File: src/rtl/bios_block_sink_pkg.sv
// Shared types for the BIOS block sink: FSM state encoding
// and the default burst length.
package bios_block_sink_pkg;

   localparam int BLOCK_WORDS_DEF = 32;

   typedef enum logic [2:0] {
      IDLE,
      PULL,
      DRAIN,
      FLUSH,
      WAITLOW
   } state_t;

endpackage

File: src/rtl/bios_block_sink_line_buf.sv
// Line buffer for one BIOS block: synchronous write port,
// asynchronous read port. Contents are never reset.
module bios_line_buf #(
   parameter int DEPTH = 32,
   parameter int AW    = 5
) (
   input  logic          clk_sys,
   input  logic          we,
   input  logic [AW-1:0] wa,
   input  logic [15:0]   wd,
   input  logic [AW-1:0] ra,
   output logic [15:0]   rd
);

   logic [15:0] mem [DEPTH];

   always_ff @(posedge clk_sys) begin
      if (we) mem[wa] <= wd;
   end

   assign rd = mem[ra];

endmodule

File: src/rtl/bios_block_sink.sv
// Pulls one BIOS block from the producer into a line buffer,
// then flushes it word by word to memory with an ack handshake.
module bios_block_sink
   import bios_block_sink_pkg::*;
#(
   parameter int BLOCK_WORDS = BLOCK_WORDS_DEF,
   parameter int ADDR_W      = 16,
   parameter int BASE_ADDR   = 0
) (
   input  logic              clk_sys,
   input  logic              reset,
   input  logic              dl_active,
   input  logic              bios_wr,
   input  logic [15:0]       bios_din,
   output logic              bios_req,
   output logic [ADDR_W-1:0] mem_addr,
   output logic [15:0]       mem_dout,
   output logic              mem_wr,
   input  logic              mem_ack,
   output logic              busy,
   output logic              block_done
);

   localparam int IW = (BLOCK_WORDS > 1) ? $clog2(BLOCK_WORDS) : 1;
   localparam logic [IW-1:0] LAST = IW'(BLOCK_WORDS - 1);
   localparam logic [ADDR_W-1:0] BASE = ADDR_W'(BASE_ADDR);

   state_t state, state_n;

   logic [IW-1:0] idx;
   logic [IW-1:0] idx_d;
   logic [IW-1:0] rd_idx;
   logic [15:0]   rd_data;
   logic          req_d;
   logic          dl_q;
   logic          pend;
   logic          rise;
   logic          accept;
   logic          last;
   logic          enter_idle;

   assign rise       = dl_active & ~dl_q;
   assign accept     = (state == FLUSH) & mem_ack;
   assign last       = (idx == LAST);
   assign enter_idle = (state != IDLE) & (state_n == IDLE);

   assign bios_req = (state == PULL);
   assign mem_wr   = (state == FLUSH);
   assign busy     = (state != IDLE);

   // Look one word ahead on accept so mem_dout is ready next cycle
   assign rd_idx = accept ? idx + IW'(1) : idx;

   always_ff @(posedge clk_sys or posedge reset) begin
      if (reset) state <= IDLE;
      else       state <= state_n;
   end

   always_comb begin
      state_n = state;
      unique case (state)
         IDLE:    if (bios_wr)         state_n = PULL;
         PULL:    if (last)            state_n = DRAIN;
         DRAIN:                        state_n = FLUSH;
         FLUSH:   if (accept && last)  state_n = WAITLOW;
         WAITLOW: if (!bios_wr)        state_n = IDLE;
         default:                      state_n = IDLE;
      endcase
   end

   always_ff @(posedge clk_sys or posedge reset) begin
      if (reset) begin
         idx        <= '0;
         idx_d      <= '0;
         req_d      <= 1'b0;
         dl_q       <= 1'b0;
         pend       <= 1'b0;
         mem_addr   <= BASE;
         mem_dout   <= '0;
         block_done <= 1'b0;
      end else begin
         dl_q       <= dl_active;
         req_d      <= bios_req;
         idx_d      <= idx;
         block_done <= accept & last;
         if ((state == PULL) || accept)
            idx <= last ? '0 : idx + IW'(1);
         if ((state == DRAIN) || (accept && !last))
            mem_dout <= rd_data;
         if (accept)
            mem_addr <= mem_addr + ADDR_W'(1);
         // A restart seen while busy is held until we are back in IDLE
         if (((state == IDLE) && rise) || (enter_idle && (pend || rise))) begin
            mem_addr <= BASE;
            pend     <= 1'b0;
         end else if (rise && (state != IDLE)) begin
            pend <= 1'b1;
         end
      end
   end

   bios_line_buf #(
      .DEPTH (BLOCK_WORDS),
      .AW    (IW)
   ) u_buf (
      .clk_sys (clk_sys),
      .we      (req_d),
      .wa      (idx_d),
      .wd      (bios_din),
      .ra      (rd_idx),
      .rd      (rd_data)
   );

endmodule

File: config.mk
export PLATFORM = sky130hd
export DESIGN_NAME = bios_block_sink
export DESIGN_NICKNAME = d
export VERILOG_FILES = /design/src/rtl/bios_block_sink_pkg.sv /design/src/rtl/bios_block_sink_line_buf.sv /design/src/rtl/bios_block_sink.sv
export SDC_FILE = /design/constraint.sdc
export NUM_CORES = 1
export LEC_CHECK = 0
export CAP_MARGIN = 25
export CORE_MARGIN = 2
export CORE_UTILIZATION = 40
export CTS_CLUSTER_DIAMETER = 60
export DETAILED_ROUTE_END_ITERATION = 12
export SLEW_MARGIN = 10
export SYNTH_ARGS = -nofsm -noshare
export SYNTH_HDL_FRONTEND = slang
export SYNTH_HIERARCHICAL = 1
export SYNTH_SLANG_ARGS = --single-unit
File: constraint.sdc
create_clock -name clk_sys -period 8.35 [get_ports clk_sys]
set_clock_uncertainty 0.1 [all_clocks]
set_input_delay 1.2525 -clock clk_sys [delete_from_list [all_inputs] [get_ports clk_sys]]
set_output_delay 1.2525 -clock clk_sys [all_outputs]
set_load 0.01 [all_outputs]
# Yosys cells after proc, flatten, opt, wreduce, memory -nomap -nowiden
# Memories as Yosys holds them, arrays and structs flattened. A register that Yosys moved wholly into a read port is not among the register bits.
# Index checks and enable logic that the tools add are counted.
# classes
bitwise	5
mux	13
reduce_logical	15
eq_ne	5
add_sub_neg	2
# op_table
op	count
16-bit two-way mux	2
16-bit by 1-bit adder with 16-bit output (second input constant)	1
3-bit one-hot mux with 5 select lines	1
3-bit two-way mux	4
5-bit two-way mux	2
3-bit by 2-bit == test with 1-bit output (second input constant)	2
3-bit zero test	2
5-bit by 1-bit adder with 5-bit output (second input constant)	1
5-bit == test (second input constant)	1
1-bit logical AND	5
1-bit bitwise AND	4
1-bit logical OR	4
1-bit two-way mux	4
2-bit nonzero test	2
3-bit by 1-bit == test with 1-bit output (second input constant)	1
3-bit == test (second input constant)	1
3-bit nonzero test	1
1-bit zero test	1
1-bit inverter	1
# word_totals
output_inout_bits	36
mem_bits_rw	512
wordCells	49
regBits	33
memories	1
input_bits	21
# mem_list
name	depth	word_bits	read_ports	rd_ports_with_merged_regs	write_ports	line_no	text
u_buf.mem	32	16	1	1	1	bios_block_sink_line_buf.sv:15	logic [15:0] mem [DEPTH];

# Longest topological paths before layout
# depth
depth_word	10
depth_mapped	13
mapped_depth_nobuf	10

# Cells and area by module
# Netlist, hierarchy kept.
# modules_own_cells
module	area_per_inst_um2	instances	cells_per_inst	seq_area_each_um2
bios_line_buf	20215.6	1	1127	15374.7
bios_block_sink	2282.2	1	198	1226.2

# Least setup slack after synthesis
# OpenSTA, ideal clock, no wires.
# synth_path
path_kind	input to register
startpoint	input port mem_ack
endpoint	register mem_dout[3], read port of u_buf.mem
path_stages	11
path_slack_ns	4.979
setup_time_ns	0.125
arrival_time_ns	3.146
n_path_buf	3
required_ns	8.125
cell_sequence	and4b_1 -> buf_4 -> nand2_1 -> xnor2_1 -> and2_1 -> buf_4 -> clkbuf_1 -> a21oi_1 -> a31oi_1 -> nand3_1 -> mux2_2
# synth_via
elab_cells_between_ends	4
classes_between	mux (1); bitwise (1); reduce/logical (2)
# synth_lines
element	line_no	text
start: declaration	bios_block_sink.sv:19	input logic mem_ack,
1-bit bitwise AND	bios_block_sink.sv:43	assign accept = (state == FLUSH) & mem_ack;
5-bit two-way mux	bios_block_sink.sv:52	assign rd_idx = accept ? idx + IW'(1) : idx;
named net rd_idx[2]	bios_block_sink.sv:32	logic [IW-1:0] rd_idx;
end: declaration	bios_block_sink.sv:17	output logic [15:0] mem_dout,
# The timed path passes the listed nets, and every way through them passes these cells.
# A chain may end at the register's enable or synchronous reset.

# Worst setup path after layout
# layout_path
startpoint	input port mem_ack
endpoint	register mem_dout[2], read port of u_buf.mem
# Same word-level chain as after synthesis.

==> impl_metrics.json <==
{
  "cts-buffers-inserted": 56,
  "status": "completed",
  "synth_seq_area_share_pct": 73.8,
  "cts_tree": "done",
  "p_sw_uw": 3070,
  "worst_pin_slew_ps": 956,
  "dp_slack_ps": 2790,
  "grt_pass1_vias": 12100,
  "rows": 86,
  "seqPwrFrac_pct": 37.7,
  "ys_seq_elements": 561,
  "hpwl_um": 31600,
  "internal_power_uw": 5970,
  "area_delta_synth_final_pct": 14.3,
  "drv_cap": 0,
  "grt_usage_pct": 18.7,
  "rsz0062_at_grt": "false",
  "finalCritPeriodShare_pct": 58.8,
  "grt_pass1_wl_um": 78800,
  "routed_wl_um": 53500,
  "synth_cells": 1325,
  "ys_warn_count": 6,
  "holdWs_ps": 384,
  "slew_viol_final": 0,
  "crit_path_end_kind": "register",
  "synth.avg_cell_area_um2": 17.0,
  "cp.arrival_ps": 5300,
  "setup_tns_ps": 0,
  "first_iter_violations": 1155,
  "p_clk_share_pct": 27.4,
  "grt_antenna_before_repair": 1,
  "dieWidth_um": 241,
  "p_per_area_nw_per_um2": 351,
  "leakage_uw": 0.00905,
  "cts_max_level": 2,
  "max_clock_freq_ghz": 0.204,
  "min_period_ps": 4910,
  "dieArea_um2": 58200,
  "hold_buffers": 0,
  "ant_nets": 0,
  "startpoint_type": "primary input",
  "cpPeakStageDelay_ps": 800,
  "post_drt_wl_per_cell_um": 24.1,
  "path_clk_slew_ps": 60,
  "die_h_um": 241,
  "setup_violations": 0,
  "antenna_cells": 0,
  "fin_ws_ps": 3440,
  "netlist-cell-type-count": 49,
  "io_buffer_count": 56,
  "hp-class": "reg -> reg",
  "relSlewSlack_pct": 36.1,
  "combPwrFrac_pct": 34.9,
  "clock-root-buffer": "clkbuf_16",
  "post_cts_resized": 0,
  "globalplace.congestion": 0.778,
  "viasPerCell": 5.38,
  "cpMaxStageDelayCell": "nor2b_4",
  "peakVddDrop_mv": 0.263,
  "drc": 0,
  "clock_latency_ps": 600,
  "worstPathMaxFanout": 37,
  "dr.pass1.iters": 5,
  "path_cells": "clkdlybuf4s50_1 -> and4b_1 -> nand2_1 -> xnor2_1 -> nor2b_4 -> buf_4 -> a22oi_1 -> a31oi_1 -> nand3_1 -> mux2_2",
  "cts_buffer_depth": 3,
  "synth_nets": 1350,
  "postCtsSetupBuffers": 0,
  "cts_num_sinks": 561,
  "initial_core_util_pct": 40.7,
  "globalRoute.totalOverflow": 0,
  "final_hold_viol_count": 0,
  "syn-cell-area_um2": 22500,
  "grt_max_degree": 92,
  "io_pins": 57,
  "vias": 11900,
  "crit_required_ps": 8740,
  "drive_gt1_share_pct": 11.8,
  "swShare_pct": 33.9,
  "critical_path_class": "in -> reg",
  "final_nets": 1449,
  "coreArea_um2": 55300
}
==> state kept, by name, summed over array words and instances, names as in the netlist <==
signal,cells
block_done,1
dl_q,1
idx,5
idx_d,5
mem_addr,16
mem_dout,16
pend,1
req_d,1
state,3
u_buf/mem,512
==> final timing paths <==
path / start / endpoint / slack [ps] / depth (start not counted)
max: mem_ack / mem_dout[2]$_DFFE_PP0P_ / 3440 / 10
min: idx[1]$_DFFE_PP0P_ / idx_d[1]$_DFF_PP0_ / 380 / 0
max reg2reg: state[0]$_DFF_PP0_ / mem_dout[2]$_DFFE_PP0P_ / 4010 / 9
min reg2reg: idx[1]$_DFFE_PP0P_ / idx_d[1]$_DFF_PP0_ / 380 / 0
max in group asynchronous: reset / mem_dout[4]$_DFFE_PP0P_ / 6540 / 3
min in group asynchronous: reset / block_done$_DFF_PP0_ / 1060 / 3
==> per-layer routing <==
metal  global-route usage (%)  wire, µm
met5                        0         9
met4                     6.12      1580
met3                     4.06      3400
met2                     29.8     25300
met1                     25.6     23200
==> through the flow <==
| step | utilization [%] | instance area (µm²) | std cells | power [µW] |
|---|---|---|---|---|
| 2_1_floorplan | - | 22500 | 1325 | 5860 |
| 3_3_place_gp | 43.2 | 23900 | 2114 | 6620 |
| 3_5_place_dp | 43.2 | 23900 | 2114 | 6640 |
| 4_1_cts | 46.5 | 25700 | 2219 | 9110 |
| 5_1_grt | 46.5 | 25700 | 2219 | 9440 |
| 6_report | 46.5 | 25700 | 2219 | 9040 |
==> Yosys cell counts (all sizes together) <==
master / count / share of area [%]
buf: 61 / 2.4
or3b: 3 / 0.12
a22oi: 64 / 2.1
nor4: 3 / 0.22
dfrtp: 49 / 5.5
nand2b: 7 / 0.19
a211o: 1 / 0.039
a21o: 1 / 0.033
nand3b: 6 / 0.20
nand2: 57 / 0.95
nor3: 20 / 0.44
nand4: 18 / 0.57
and4b: 1 / 0.044
or3: 4 / 0.11
edfxtp: 512 / 68
and2b: 1 / 0.033
xnor2: 9 / 0.35
clkbuf: 13 / 0.22
ha: 4 / 0.22
o21ai: 7 / 0.16
a21oi: 40 / 0.94
nor2: 50 / 0.87
a31oi: 16 / 0.44
o221a: 1 / 0.050
mux2i: 260 / 12
inv: 4 / 0.067
nand4bb: 2 / 0.10
xor2: 3 / 0.12
nand4b: 1 / 0.11
nand3: 44 / 0.98
and2: 3 / 0.083
nor3b: 1 / 0.033
o221ai: 1 / 0.039
o21a: 1 / 0.033
mux2: 18 / 0.90
nor2b: 2 / 0.056
or2: 3 / 0.083
and3: 2 / 0.056
a22o: 32 / 1.2
==> critical path: cells and delay by family <==
kind	cells	cell delay, ps
XOR/XNOR	1	250
multiplexers	1	300
AND/OR/NAND/NOR	4	1610
AO/OA/AOI/OAI	2	720
buffers and inverters	2	1150
==> power groups by stage <==
stage | registers (µW) | clock network (µW) | logic (µW)
2_1_floorplan | 3430 | 0 | 2440
3_3_place_gp | 3460 | 0 | 3160
3_5_place_dp | 3470 | 0 | 3170
4_1_cts | 3410 | 2520 | 3180
5_1_grt | 3430 | 2640 | 3380
6_report | 3410 | 2470 | 3160
==> final cells by class <==
cell class	count	area, µm²
Sequential cell	561	16600
Timing Repair Buffer	115	1030
Inverter	4	15.0
Tap cell	748	936
Clock buffer	77	1540
Clock inverter	28	272
Fill cell	4716	29600
Multi-Input combinational cell	686	5320
==> cell families after synthesis <==
| family | share of synthesized area (%) |
|---|---|
| DFF | 73.8 |
| muxes | 12.5 |
| and+or+nand+nor | 5.24 |
| AOI/OAI and AO/OA | 5.12 |
| buffers and inverters | 2.69 |
| xor gates and xnor gates | 0.467 |
| adders and majority gates | 0.222 |
==> cells in the final DEF, fill, tap and decap left out, types with 4 or more instances in the layout <==
cell type / n
nand4_1: 17
nor3_1: 20
clkbuf_16: 58
xnor2_1: 8
or3_1: 4
clkinv_2: 12
nand2b_1: 7
o21ai_0: 5
bufinv_16: 5
nand2_1: 57
nor2_1: 49
a21oi_1: 39
a22oi_1: 64
edfxtp_1: 512
buf_4: 57
clkbuf_1: 17
clkinv_1: 8
nand3_1: 44
nand3b_1: 6
dfrtp_1: 49
ha_1: 4
mux2i_1: 260
clkdlybuf4s50_1: 56
mux2_2: 18
a31oi_1: 16
a22o_1: 32
(Power assumes the default switching activity.)
